==> config.mk <==
export PLATFORM = sky130hd
export DESIGN_NAME = seg_mem2_q
export DESIGN_NICKNAME = d
export VERILOG_FILES = /design/src/rtl/seg_mem2_q.sv
export SDC_FILE = /design/constraint.sdc
export NUM_CORES = 1
export LEC_CHECK = 0
export CORE_ASPECT_RATIO = 1.25
export CORE_MARGIN = 1
export CORE_UTILIZATION = 35
export CTS_BUF_LIST = sky130_fd_sc_hd__clkbuf_16
export CTS_CLUSTER_SIZE = 28
export DETAILED_ROUTE_END_ITERATION = 10
export DONT_BUFFER_PORTS = 1
export GPL_TIMING_DRIVEN = 1
export SKIP_CTS_REPAIR_TIMING = 1
export SYNTH_ARGS = -nofsm -noshare
export SYNTH_HDL_FRONTEND = slang
export SYNTH_SLANG_ARGS = --single-unit
==> constraint.sdc <==
create_clock -name clk -period 10.5 [get_ports clk]
set_input_delay 3.15 -clock clk [delete_from_list [all_inputs] [get_ports clk]]
set_output_delay 3.15 -clock clk [all_outputs]
set_load 0.005 [all_outputs]
==> src/rtl/seg_mem2_q.sv <==
// seg_mem2_q: queued MEM2 stage of the dual-issue pipe, sitting between MEM1 and WB.
// Holds up to DEPTH bundles. In-order memory responses are matched to the oldest
// bundle still waiting for data. Bundles retire in order to WB. A response is captured
// even while WB stalls. The stage also extracts load results and drives the ID
// stall/bypass buses.
// Optional feature macro: MEM2_UNALIGNED_EN enables the LWL/LWR merge with opdata2.
module seg_mem2_q #(
    parameter int DEPTH = 4
) (
    input  logic                 clk,
    input  logic                 rst,
    input  logic                 wb_allowin_i,
    input  logic                 mem1_mem2_valid_i,
    input  logic [145:0]         mem1_mem2_bus_primary_i,
    input  logic [69:0]          mem1_mem2_bus_secondary_i,
    input  logic [31:0]          mem_rdata_i,
    input  logic                 data_data_ok_i,
    output logic                 mem2_allowin_o,
    output logic                 mem2_wb_valid_o,
    output logic [69:0]          mem2_wb_bus_primary_o,
    output logic [69:0]          mem2_wb_bus_secondary_o,
    output logic [6*DEPTH-1:0]   mem2_up_bus_o,
    output logic [75:0]          mem2_bypass_o,
    output logic                 mem2_resp_err_o
);
    localparam int PTR_W = $clog2(DEPTH);

    localparam logic [3:0] SEL_LOAD  = 4'd7;
    localparam logic [3:0] SEL_STORE = 4'd8;
    localparam logic [7:0] OP_LB  = 8'h20;
    localparam logic [7:0] OP_LH  = 8'h21;
    localparam logic [7:0] OP_LWL = 8'h22;
    localparam logic [7:0] OP_LW  = 8'h23;
    localparam logic [7:0] OP_LBU = 8'h24;
    localparam logic [7:0] OP_LHU = 8'h25;
    localparam logic [7:0] OP_LWR = 8'h26;
    localparam logic [7:0] OP_LL  = 8'h30;
    localparam logic [7:0] OP_SC  = 8'h38;

    // Entry payload (not reset) and entry status flags (reset)
    logic [145:0]     pri_q   [DEPTH];
    logic [69:0]      sec_q   [DEPTH];
    logic [31:0]      rdata_q [DEPTH];
    logic [DEPTH-1:0] valid_q, need_q, got_q;
    logic [PTR_W-1:0] rd_ptr, wr_ptr, rsp_ptr;
    logic [PTR_W:0]   count;
    logic             resp_err_q;

    logic        full, empty, push, pop, push_need;
    logic        rsp_found, rsp_hit_head, head_have_data, head_ready;
    logic [145:0] head_pri;
    logic [69:0]  head_sec;
    logic [31:0]  head_rdata, pri_result;
    logic         unused_addr_hi;

    // Little-endian load extraction; unaligned merge only when the macro is set
    function automatic logic [31:0] load_result(input logic [7:0] op, input logic [1:0] off,
                                                input logic [31:0] rd, input logic [31:0] op2);
        logic [31:0] sh;
        logic [7:0]  b;
        logic [15:0] h;
        logic [31:0] res;
        sh  = rd >> {off, 3'b000};
        b   = sh[7:0];
        h   = off[1] ? rd[31:16] : rd[15:0];
        res = rd;
        case (op)
            OP_LB:        res = {{24{b[7]}}, b};
            OP_LBU:       res = {24'd0, b};
            OP_LH:        res = off[0] ? 32'd0 : {{16{h[15]}}, h};
            OP_LHU:       res = off[0] ? 32'd0 : {16'd0, h};
            OP_LW, OP_LL: res = rd;
`ifdef MEM2_UNALIGNED_EN
            OP_LWL: begin
                case (off)
                    2'd0:    res = {rd[7:0],  op2[23:0]};
                    2'd1:    res = {rd[15:0], op2[15:0]};
                    2'd2:    res = {rd[23:0], op2[7:0]};
                    default: res = rd;
                endcase
            end
            OP_LWR: begin
                case (off)
                    2'd0:    res = rd;
                    2'd1:    res = {op2[31:24], rd[31:8]};
                    2'd2:    res = {op2[31:16], rd[31:16]};
                    default: res = {op2[31:8],  rd[31:24]};
                endcase
            end
`else
            OP_LWL, OP_LWR: res = op2;
`endif
            default:      res = rd;
        endcase
        return res;
    endfunction

    assign full  = (count == (PTR_W+1)'(DEPTH));
    assign empty = (count == '0);

    assign push_need = (mem1_mem2_bus_primary_i[73:70] == SEL_LOAD)
                    || (mem1_mem2_bus_primary_i[73:70] == SEL_STORE && mem1_mem2_bus_primary_i[81:74] != OP_SC)
                    || (mem1_mem2_bus_primary_i[81:74] == OP_SC && mem1_mem2_bus_primary_i[38]);

    // Oldest registered entry still waiting for its response (lowest offset from head wins)
    always_comb begin
        // NOTE: every always_comb output gets a default first so no path can infer a latch.
        rsp_found = 1'b0;
        rsp_ptr   = rd_ptr;
        for (int k = DEPTH-1; k >= 0; k--) begin
            logic [PTR_W-1:0] idx;
            idx = rd_ptr + PTR_W'(k);
            if (valid_q[idx] && need_q[idx] && !got_q[idx]) begin
                rsp_found = 1'b1;
                rsp_ptr   = idx;
            end
        end
    end

    assign head_pri       = pri_q[rd_ptr];
    assign head_sec       = sec_q[rd_ptr];
    assign rsp_hit_head   = rsp_found && (rsp_ptr == rd_ptr);
    assign head_have_data = got_q[rd_ptr] || (rsp_hit_head && data_data_ok_i);
    assign head_ready     = valid_q[rd_ptr] && (!need_q[rd_ptr] || head_have_data);
    assign head_rdata     = got_q[rd_ptr] ? rdata_q[rd_ptr] : mem_rdata_i;
    assign pri_result     = (head_pri[73:70] == SEL_LOAD)
                          ? load_result(head_pri[81:74], head_pri[83:82], head_rdata, head_pri[145:114])
                          : head_pri[69:38];
    assign unused_addr_hi = ^head_pri[113:84];

    assign pop             = head_ready && wb_allowin_i;
    assign push            = mem1_mem2_valid_i && mem2_allowin_o;
    assign mem2_allowin_o  = !full || pop;
    assign mem2_wb_valid_o = pop;
    assign mem2_resp_err_o = resp_err_q;

    // Head-entry buses toward WB and the ID bypass network, zero while empty
    always_comb begin
        mem2_wb_bus_primary_o   = '0;
        mem2_wb_bus_secondary_o = '0;
        mem2_bypass_o           = '0;
        if (!empty) begin
            mem2_wb_bus_primary_o   = {pri_result, head_pri[37:0]};
            mem2_wb_bus_secondary_o = head_sec;
            mem2_bypass_o           = {head_sec[69:32], pri_result, head_pri[37:32]};
        end
    end

    // Per-physical-entry {waddr_primary, not_fwd} for the ID stall logic
    always_comb begin
        mem2_up_bus_o = '0;
        for (int i = 0; i < DEPTH; i++) begin
            if (valid_q[i]) begin
                mem2_up_bus_o[6*i +: 6] = {pri_q[i][37:33],
                    (PTR_W'(i) == rd_ptr) ? (pri_q[i][73:70] == SEL_LOAD && !head_have_data)
                                          : pri_q[i][32]};
            end
        end
    end

    // Queue control: pointers, occupancy, status flags and the sticky error
    always_ff @(posedge clk) begin
        // NOTE: state is updated with non-blocking assignments so every read sees the pre-edge value.
        if (rst) begin
            valid_q    <= '0;
            need_q     <= '0;
            got_q      <= '0;
            rd_ptr     <= '0;
            wr_ptr     <= '0;
            count      <= '0;
            resp_err_q <= 1'b0;
        end else begin
            if (pop) begin
                valid_q[rd_ptr] <= 1'b0;
                rd_ptr          <= rd_ptr + PTR_W'(1);
            end
            if (data_data_ok_i) begin
                if (rsp_found) got_q[rsp_ptr] <= 1'b1;
                else           resp_err_q     <= 1'b1;
            end
            // Push comes last so it wins over a pop/response to the same slot when full
            if (push) begin
                valid_q[wr_ptr] <= 1'b1;
                need_q[wr_ptr]  <= push_need;
                got_q[wr_ptr]   <= 1'b0;
                wr_ptr          <= wr_ptr + PTR_W'(1);
            end
            case ({push, pop})
                2'b10:   count <= count + (PTR_W+1)'(1);
                2'b01:   count <= count - (PTR_W+1)'(1);
                default: count <= count;
            endcase
        end
    end

    // Entry payload and captured response data
    always_ff @(posedge clk) begin
        // NOTE: payload storage has no reset; the valid flags alone decide what is live.
        if (push) begin
            pri_q[wr_ptr] <= mem1_mem2_bus_primary_i;
            sec_q[wr_ptr] <= mem1_mem2_bus_secondary_i;
        end
        if (data_data_ok_i && rsp_found) begin
            rdata_q[rsp_ptr] <= mem_rdata_i;
        end
    end
endmodule

# == Word-level counts from Yosys, hierarchy flattened ==
# Memory sizes are Yosys's and may differ from the RTL's. A register that Yosys moved wholly into a read port is not among the register bits.
# Index checks and enable logic that the tools add are counted.
# word_totals
regBits,20
ram_bits,992
in_bits,253
output_inout_bits,243
mem_count,3
# op_classes
addsub,6
n_lt_le_gt_ge,9
eq_ne,22
n_shift,1
n_mux,74
bitwise_logic,7
n_reduce_logical,40
# mem_list
memory,words,word_bits,read_ports,rd_clocked_by_memory_dff,write_ports,line_no,source
pri_q,4,146,5,1,1,41,logic [145:0] pri_q [DEPTH];
sec_q,4,70,1,1,1,42,logic [69:0] sec_q [DEPTH];
rdata_q,4,32,1,1,1,43,logic [31:0] rdata_q [DEPTH];
# op_table
cell,n
32-bit case mux with 5 select lines,1
70-bit two-way mux,2
32-bit two-way mux,3
76-bit two-way mux,1
8-bit by 6-bit equality test with 1-bit output (second input constant),7
16-bit two-way mux,2
32-bit by 5-bit right shift with 8-bit output,1
4-bit two-way mux,7
1-bit two-way mux,27
1-bit binary-select mux with 2-bit select,12
4-bit by 3-bit equality test with 1-bit output (second input constant),6
6-bit two-way mux,4
1-bit logical AND,23
2-bit two-way mux,10
2-bit by 3-bit < comparator with 1-bit output (second input constant),6
4-bit AND,2
8-bit by 6-bit != test with 1-bit output (second input constant),1
4-bit NOT,2
4-bit OR,2
1-bit logical NOT,7
1-bit demux with 2-bit select,3
2-bit by 1-bit >= comparator with 1-bit output (second input constant),3
3-bit case mux with 2 select lines,1
1-bit logical OR,5
other kinds (18),21

# == Depth between registers and ports, before layout ==
# Gate-level depths: netlist of the first run.
# depth
depth_word,20
depth_mapped,11
ltp_nobuf,9

# == Worst setup path after synthesis of the first run ==
# OpenSTA, ideal clock, no wires.
# synth_path
path_kind,in2reg
start,input data_data_ok_i
end,register need_q[0]
setup_ps,134
arrival_time_ps,9390
t_required_ps,10366
slack_ps,976
cell_stages,6
path_buffers,1
path_cell_list,nor3b_1 o21bai_1 and3_1 clkbuf_1 mux2i_1 nor2_1
# synth_between
elab_chain_cells,7
# synth_lines
item,line_no,source
from (decl),17,"input logic data_data_ok_i,"
1-bit logical AND,123,assign head_have_data = got_q[rd_ptr] || (rsp_hit_head && data_data_ok_i);
1-bit logical OR,123,
1-bit logical OR,124,assign head_ready = valid_q[rd_ptr] && (!need_q[rd_ptr] || head_have_data);
1-bit logical AND,124,
1-bit logical AND,131,assign pop = head_ready && wb_allowin_i;
1-bit logical OR,133,assign mem2_allowin_o = !full || pop;
named net mem2_allowin_o,18,"output logic mem2_allowin_o,"
1-bit logical AND,132,assign push = mem1_mem2_valid_i && mem2_allowin_o;
"to (signal, indexed assignment)",184,need_q[wr_ptr] <= push_need;
to (decl),44,"logic [DEPTH-1:0] valid_q, need_q, got_q;"
# The timed path passes the listed nets, and every way through them passes these cells.
# A chain may end at the register's enable or synchronous reset.

# == Worst setup path after layout of the first run ==
# layout_path
start,input mem_rdata_i[31]
end,output mem2_bypass_o[21]
# layout_between
elab_chain_cells,6
elab_cells_between_ends,8
classes_between,1 x shift; 7 x mux
# layout_lines
item,line_no,source
from (decl),16,"input logic [31:0] mem_rdata_i,"
32-bit two-way mux (*),125,assign head_rdata = got_q[rd_ptr] ? rdata_q[rd_ptr] : mem_rdata_i;
branches (longest 2 deep; another with 32-bit by 5-bit right shift with 8-bit output),n/a,
32-bit case mux with 5 select lines (*),67,case (op)
32-bit two-way mux (*),127,"? load_result(head_pri[81:74], head_pri[83:82], head_rdata, head_pri[145:114])"
76-bit two-way mux (*),142,if (!empty) begin
to (decl),23,"output logic [75:0] mem2_bypass_o,"
# Every way passes the cells marked *.

==> results of run 1 <==
worst max path at each step:
stage	start	endpoint	slack [ps]
final	mem_rdata_i[31]	mem2_bypass_o[21]	2250
after global routing	mem_rdata_i[31]	mem2_wb_bus_primary_o[69]	2190
after CTS	mem_rdata_i[31]	mem2_wb_bus_primary_o[60]	2290
after detailed placement	mem_rdata_i[31]	mem2_wb_bus_primary_o[60]	2310
after global placement	mem_rdata_i[31]	mem2_wb_bus_primary_o[60]	2340
after floorplan	data_data_ok_i	need_q[0]$_SDFFE_PP0P_	980
state kept, by name, indices dropped and copies added, names as in the netlist, named ones only:
register / cells
mem2_resp_err_o: 1
rdata_q: 128
rd_ptr: 2
valid_q: 4
got_q: 4
wr_ptr: 2
pri_q: 464
count: 3
sec_q: 280
need_q: 4
through the flow:
step | hold WS [ps] | setup slack [ps] | cells | power [mW]
2_1_floorplan | 460 | 976 | 1824 | 4.91
3_3_place_gp | 491 | 2340 | 3011 | 5.04
3_5_place_dp | 496 | 2310 | 3011 | 5.05
4_1_cts | 510 | 2290 | 3171 | 8.27
5_1_grt | 534 | 2190 | 3171 | 8.45
6_report | 508 | 2250 | 3184 | 8.16
cell type report:
class                   instances  share of cell area
repair buffers                 30             0.00654
clock inverters                71              0.0190
well taps                    1330              0.0414
clock buffers                  89              0.0554
diodes                         13            0.000810
multi-input cells             741               0.212
flip-flops and latches        894               0.663
inverters                      16             0.00187
cells by family after synthesis:
kind of cell             count (synthesis)
multiplexers                           282
AND/OR/NAND/NOR                        319
AO/OA/AOI/OAI                          127
flip-flops                             894
buffers and inverters                  189
XOR/XNOR                                 4
adder cells (fa/ha/maj)                  9
power groups by stage:
stage	sequential [mW]	clock (mW)	combinational [mW]
after floorplan	4.26	0	0.645
final	4.18	3.21	0.776
after global placement	4.24	0	0.796
after global routing	4.19	3.42	0.842
after CTS	4.18	3.29	0.802
after detailed placement	4.25	0	0.798
per-layer routing:
metal,track usage,part of all wire
met2,0.280,0.52
met1,0.182,0.36
met3,0.0629,0.096
met4,0.0510,0.021
met5,0,0.00061
placed cells by master, fill, tap and decap left out, types with 5 or more instances in the layout:
cell type	Yosys	layout
a21boi_0	5	5
a21oi_1	24	24
a221o_1	7	7
a22oi_1	5	5
a31oi_1	15	15
and2_1	132	132
and3_1	9	7
and3b_1	5	5
and4b_1	5	5
buf_4	80	27
bufinv_16	0	11
clkbuf_16	0	89
clkinv_1	2	18
clkinv_2	0	16
clkinvlp_4	0	5
dfxtp_1	22	20
diode_2	0	13
edfxtp_1	872	872
ha_1	8	8
inv_1	14	24
mux2_2	21	21
mux2i_1	43	43
mux4_2	216	216
nand2_1	75	75
nand2b_1	5	5
nand3_1	17	17
nand3b_1	5	5
nor2_1	21	17
nor3_2	9	9
nor3b_1	10	10
nor4b_1	6	6
o21ai_0	16	16
o21ai_1	19	19
o221ai_1	10	10
worst max-delay path: stages:
cell and delay (ps):
mux4_2 260, nor4bb_4 1110, a221oi_2 30, a21oi_1 540
==> run summary, run 1 <==
status: completed
sequential area share after synthesis: 0.736
area of the multi-input gates: 8510 µm²
Worst-Skew Late Latency: 690 ps
highest clock rate: 121 MHz
Crit. End Element: output port
worst reg2reg startpoint: rd_ptr[0]$_SDFFE_PP0N_
fin crit share: 0.786
# nets final: 2034
Top Ports: 496
Clk pwr share: 0.393
WL/cell: 26.9 µm
Total Routing Usage GR: 0.162
Port Buffer Count: 0
Req. time, crit path: 7350 ps
area delta synth->final: 11.0%
CTS sink count: 894
final hold violations: 0
dpl cell area: 37100 µm²
Max clock buf depth: 3
Worst VDD drop: 0.140 mV
final WL: 85600 µm
Max Cap Viol: 0
HP Class: flip-flop to flip-flop
Compound-Gate Fraction of Synth Area: 0.0237
clk root buf: clkbuf_16
top cell type by total area after synthesis: edfxtp_1
RePlAce Congestion: 0.813
most frequent cell after synthesis: edfxtp_1
largest family of logic cells by synthesized area: multiplexers
Fill cells: 9169
ys async rst share: 0
Residual DRC: 0
Synth Area per Inst: 19.8 µm²
nature of the critical path startpoint: input port
Logic pwr share: 0.095
Reg-to-Reg End: sec_q[2][51]$_DFFE_PP_
synth warn: 0
die area: 105000 µm²
sequential power share: 0.512
slew margin rel.: 0.148
NetSw: 1.93 mW
initial cell density of the core: 0.354
Post-synth EDFFs: 872
RSZ-0062 raised after global routing: false
remaining antenna violation count: 0
Die X: 290 µm
antenna violations before repair: 8
post-route cell area: 40200 µm²
worst-case reg-to-reg path depth: 6
first-pass GRT wire length: 123000 µm
Final Slew Violations: 0
top-area cell type share of the netlist area: 0.724
worst hold path startpoint: mem2_resp_err_o$_SDFFE_PP0P_
H-tree Lvls: 3
global route overflow: 0
row count: 131
clock skew: 41.2 ps
Final min period: 8250 ps
Leakage: 12.3 nW
Die Height: 361 µm
Synth Flop Type: edfxtp_1
hold path depth: 2
switching share of total power: 0.236
Post-Syn Area: 36200 µm²
Crit Path Max Fanout: 17
Net Count, Synth: 2086
DR vias/cell: 5.32
CTS buffer count: 89
Synth Area in Adders: 0.00332
clk slew on worst S/H paths: 60 ps
number of global-route vias before repair: 17923
Util after Layout: 0.393
Distinct cells, synth: 62
Core Box Area: 102000 µm²
Pre-antenna DRT Iters: 8
leading post-synthesis cells by cell area: edfxtp_1 (72%), mux4_2 (13%), and2_1 (2.3%), buf_4 (1.7%), dfxtp_1 (1.2%)
post-synthesis mux area share: 0.154
Fin Setup TNS: 0 ps
crit path kind: input port to output port
Internal: 6.23 mW
largest net degree at the start of global routing: 87
PwrDens: 203 nW/µm²
Iteration-0 DRC Markers: 1244
via count: 16945
R2R setup slack: 5630 ps
simple-gate share of the synthesized area: 0.0515
Mapped Cells: 1824
HPWL after DPL: 55300 µm
Tightest Pin Transition: 1270 ps
xor and xnor area share after synthesis: 0.000968
share of layout cells above drive strength 1: 0.231
Final setup viols: 0
Post-synth top cells: edfxtp_1 (872), mux4_2 (216), and2_1 (132), buf_4 (80), nand2_1 (75)
sink of the worst hold path: mem2_resp_err_o$_SDFFE_PP0P_
Seq. cell area: 26600 µm²
CTS tree: built
Critical Path AT: 5100 ps
Synth Register Bits: 894
No activity file was read; power rests on OpenSTA's default activity.
==> inputs of run 2 (changes only) <==
--- a/config.mk
+++ b/config.mk
@@ -5,6 +5,7 @@
 export SDC_FILE = /design/constraint.sdc
 export NUM_CORES = 1
 export LEC_CHECK = 0
+export ABC_AREA = 1
 export CORE_ASPECT_RATIO = 1.25
 export CORE_MARGIN = 1
 export CORE_UTILIZATION = 35
==> constraint.sdc (replaced) <==
create_clock -name clk -period 7.5 [get_ports clk]
set_input_delay 2.25 -clock clk [delete_from_list [all_inputs] [get_ports clk]]
set_output_delay 2.25 -clock clk [all_outputs]
set_load 0.005 [all_outputs]
==> run 2 against run 1 <==
Worst hold slack got worse by 38 ps. Critical path depth increased by 9. Sequential power increased by 43%. Global-route usage increased by 2.2 points. Core utilization down 0.48 points. Power grew 73%.
==> run summary, run 2 <==
status: completed
Iteration-0 DRC Markers: 1759
DR vias/cell: 5.11
Fin Setup TNS: 0 ps
most frequent cell after synthesis: edfxtp_1
Reg with most FFs: pri_q
area delta synth->final: 9.94%
pre-CTS setup slack: 1180 ps
ANT cells: 0
WL/cell: 22.3 µm
Final min period: 6900 ps
Worst VDD drop: 0.252 mV
ys async rst share: 0
Post-Syn Area: 37100 µm²
switching share of total power: 0.350
top-area cell type share of the netlist area: 0.707
Core Box Area: 105000 µm²
CTS sink count: 894
Fill cells: 9877
# nets final: 3291
Final Slew Violations: 0
Worst Path Buf+Inv: 4
clk slew on worst S/H paths: 60 ps
delay-heaviest family, CP: buffers and inverters
fin crit share: 0.921
RSZ-0062 raised after global routing: false
Top Registers: pri_q x464, sec_q x280, rdata_q x128
Die Height: 366 µm
Internal: 9.18 mW
nature of the critical path startpoint: flip-flop
commonest cells after routing, fill and taps aside: edfxtp_1 (872), nor2_1 (721), o21ai_0 (441)
Residual DRC: 0
global route overflow: 0
largest stage delay on the critical path: 740 ps
final WL: 101000 µm
Slowest cell on crit path: dfxtp_4
die area: 107000 µm²
highest clock rate: 145 MHz
clk root buf: clkbuf_16
most used cell, CP: nand3_1
Critical Path AT: 4650 ps
Leakage: 13.9 nW
Max clock buf depth: 3
Pre-antenna DRT Iters: 5
crit path kind: flip-flop to output port
row count: 133
NetSw: 4.95 mW
Crit. End Element: output port
synth warn: 0
Worst-Skew Late Latency: 700 ps
Die X: 293 µm
Final setup viols: 0
Post-synth EDFFs: 872
CTS buffer count: 92
largest net degree at the start of global routing: 158
number of global-route vias before repair: 22370
Req. time, crit path: 5250 ps
top cell type by total area after synthesis: edfxtp_1
H-tree Lvls: 3
Port Buffer Count: 0
sequential power share: 0.423
R2R setup slack: 3170 ps
Distinct cells, synth: 45
sequential area share after synthesis: 0.719
via count: 23119
antenna violations before repair: 4
remaining antenna violation count: 0
Top Ports: 496
Post-synth top cells: edfxtp_1 (872), nor2_1 (723), o21ai_0 (441), nand2_1 (330), a21oi_1 (170)
Synth Flop Type: edfxtp_1
final worst setup slack: 595 ps
slew margin rel.: 0.315
HP Class: flip-flop to flip-flop
Synth Register Bits: 894
Max Cap Viol: 0
share of layout cells above drive strength 1: 0.0644
leading post-synthesis cells by cell area: edfxtp_1 (71%), nor2_1 (7.3%), o21ai_0 (6.0%), nand2_1 (3.3%), a21oi_1 (2.3%)
commonest non-fill, non-tap cell in the layout: edfxtp_1
Logic pwr share: 0.264
Net Count, Synth: 3423
Tightest Pin Transition: 1030 ps
final hold violations: 0
Largest register FFs: 464
CTS tree: built
HPWL after DPL: 61900 µm
RePlAce Congestion: 0.869
Crit Path Max Fanout: 105
Synth Area per Inst: 11.7 µm²
Mapped Cells: 3161
Clk pwr share: 0.313
Total Routing Usage GR: 0.184
initial cell density of the core: 0.353
PwrDens: 347 nW/µm²
CP cell instances: inv_8, nand3_1, nand2_1, nand3_1, nor2_2, inv_2, nand2_2, inv_2, nor2_8, nand3_1, nand2_1, a21oi_1, buf_4
clock skew: 35.1 ps
first-pass GRT wire length: 147000 µm
==> run 2: changes by cell type after synthesis, sizes merged, moves of 54 or more <==
cell	previous run	this run
a21oi	24	170
and2	133	0
nand3	17	71
o21ai	35	455
o22ai	0	57
buf	126	180
inv	14	107
nand2	75	336
mux4	217	0
nor2	21	727
==> run 2: final cells by class <==
cell class | instances | area (µm²) | area share
Clock buffer | 93 | 2330 | 0.0571
Clock inverter | 77 | 634 | 0.0156
Inverter | 108 | 450 | 0.0111
Multi-Input combinational cell | 1899 | 8560 | 0.210
Sequential cell | 894 | 26600 | 0.654
Tap cell | 1417 | 1770 | 0.0435
Timing Repair Buffer | 34 | 355 | 0.00872
==> run 2: cell families after synthesis <==
family / after synthesis / share of synthesized area
AOI/OAI and AO/OA: 720 / 0.102
DFF: 894 / 0.719
and+or+nand+nor: 1168 / 0.125
muxes: 2 / 0.000540
adders and majority gates: 9 / 0.00324
buffers and inverters: 368 / 0.0506
==> run 2: path summary, 6_finish.rpt <==
kind / from / to / depth (start not counted)
setup / recovery: flip-flop / mem2_wb_bus_primary_o[61] / 13
hold / removal: got_q[2]$_SDFF_PP0_ / got_q[2]$_SDFF_PP0_ / 2
setup reg to reg: rd_ptr[0]$_SDFFE_PP0N_ / pri_q[1][58]$_DFFE_PP_ / 9
hold reg to reg: got_q[2]$_SDFF_PP0_ / got_q[2]$_SDFF_PP0_ / 2
==> run 2: metrics by stage <==
step,utilization,instances,hold WS [ps],cell area (µm²),power (mW)
finish,0.388,4522,470,40700,14.1
CTS,0.388,4522,470,40700,14.3
floorplan,-,3161,436,37100,8.86
global placement,0.360,4352,461,37800,9.85
global route,0.388,4522,504,40700,14.8
detailed placement,0.360,4352,461,37800,9.88
==> run 2: worst reg2reg max path: stages, from the launching register on <==
cell and delay (ps):
dfxtp_1 820, o21ai_0 350, nand2_1 120, nand2_1 370
o211ai_1 250, nand2_2 170, nand3_2 200, nand3_1 310
inv_8 720, buf_4 670
==> run 2: power groups by stage <==
stage | Combinational [mW] | Sequential (mW) | Clock, mW
floorplan | 2.80 | 6.06 | 0
global placement | 3.77 | 6.08 | 0
detailed placement | 3.79 | 6.09 | 0
CTS | 3.81 | 5.99 | 4.51
global route | 4.12 | 6.01 | 4.71
finish | 3.73 | 5.98 | 4.42
==> run 2: routing by layer <==
metal | GRT usage | share of wire
met3 | 0.0678 | 0.099
met1 | 0.220 | 0.39
met4 | 0.0639 | 0.028
met5 | 0 | 0
met2 | 0.304 | 0.48
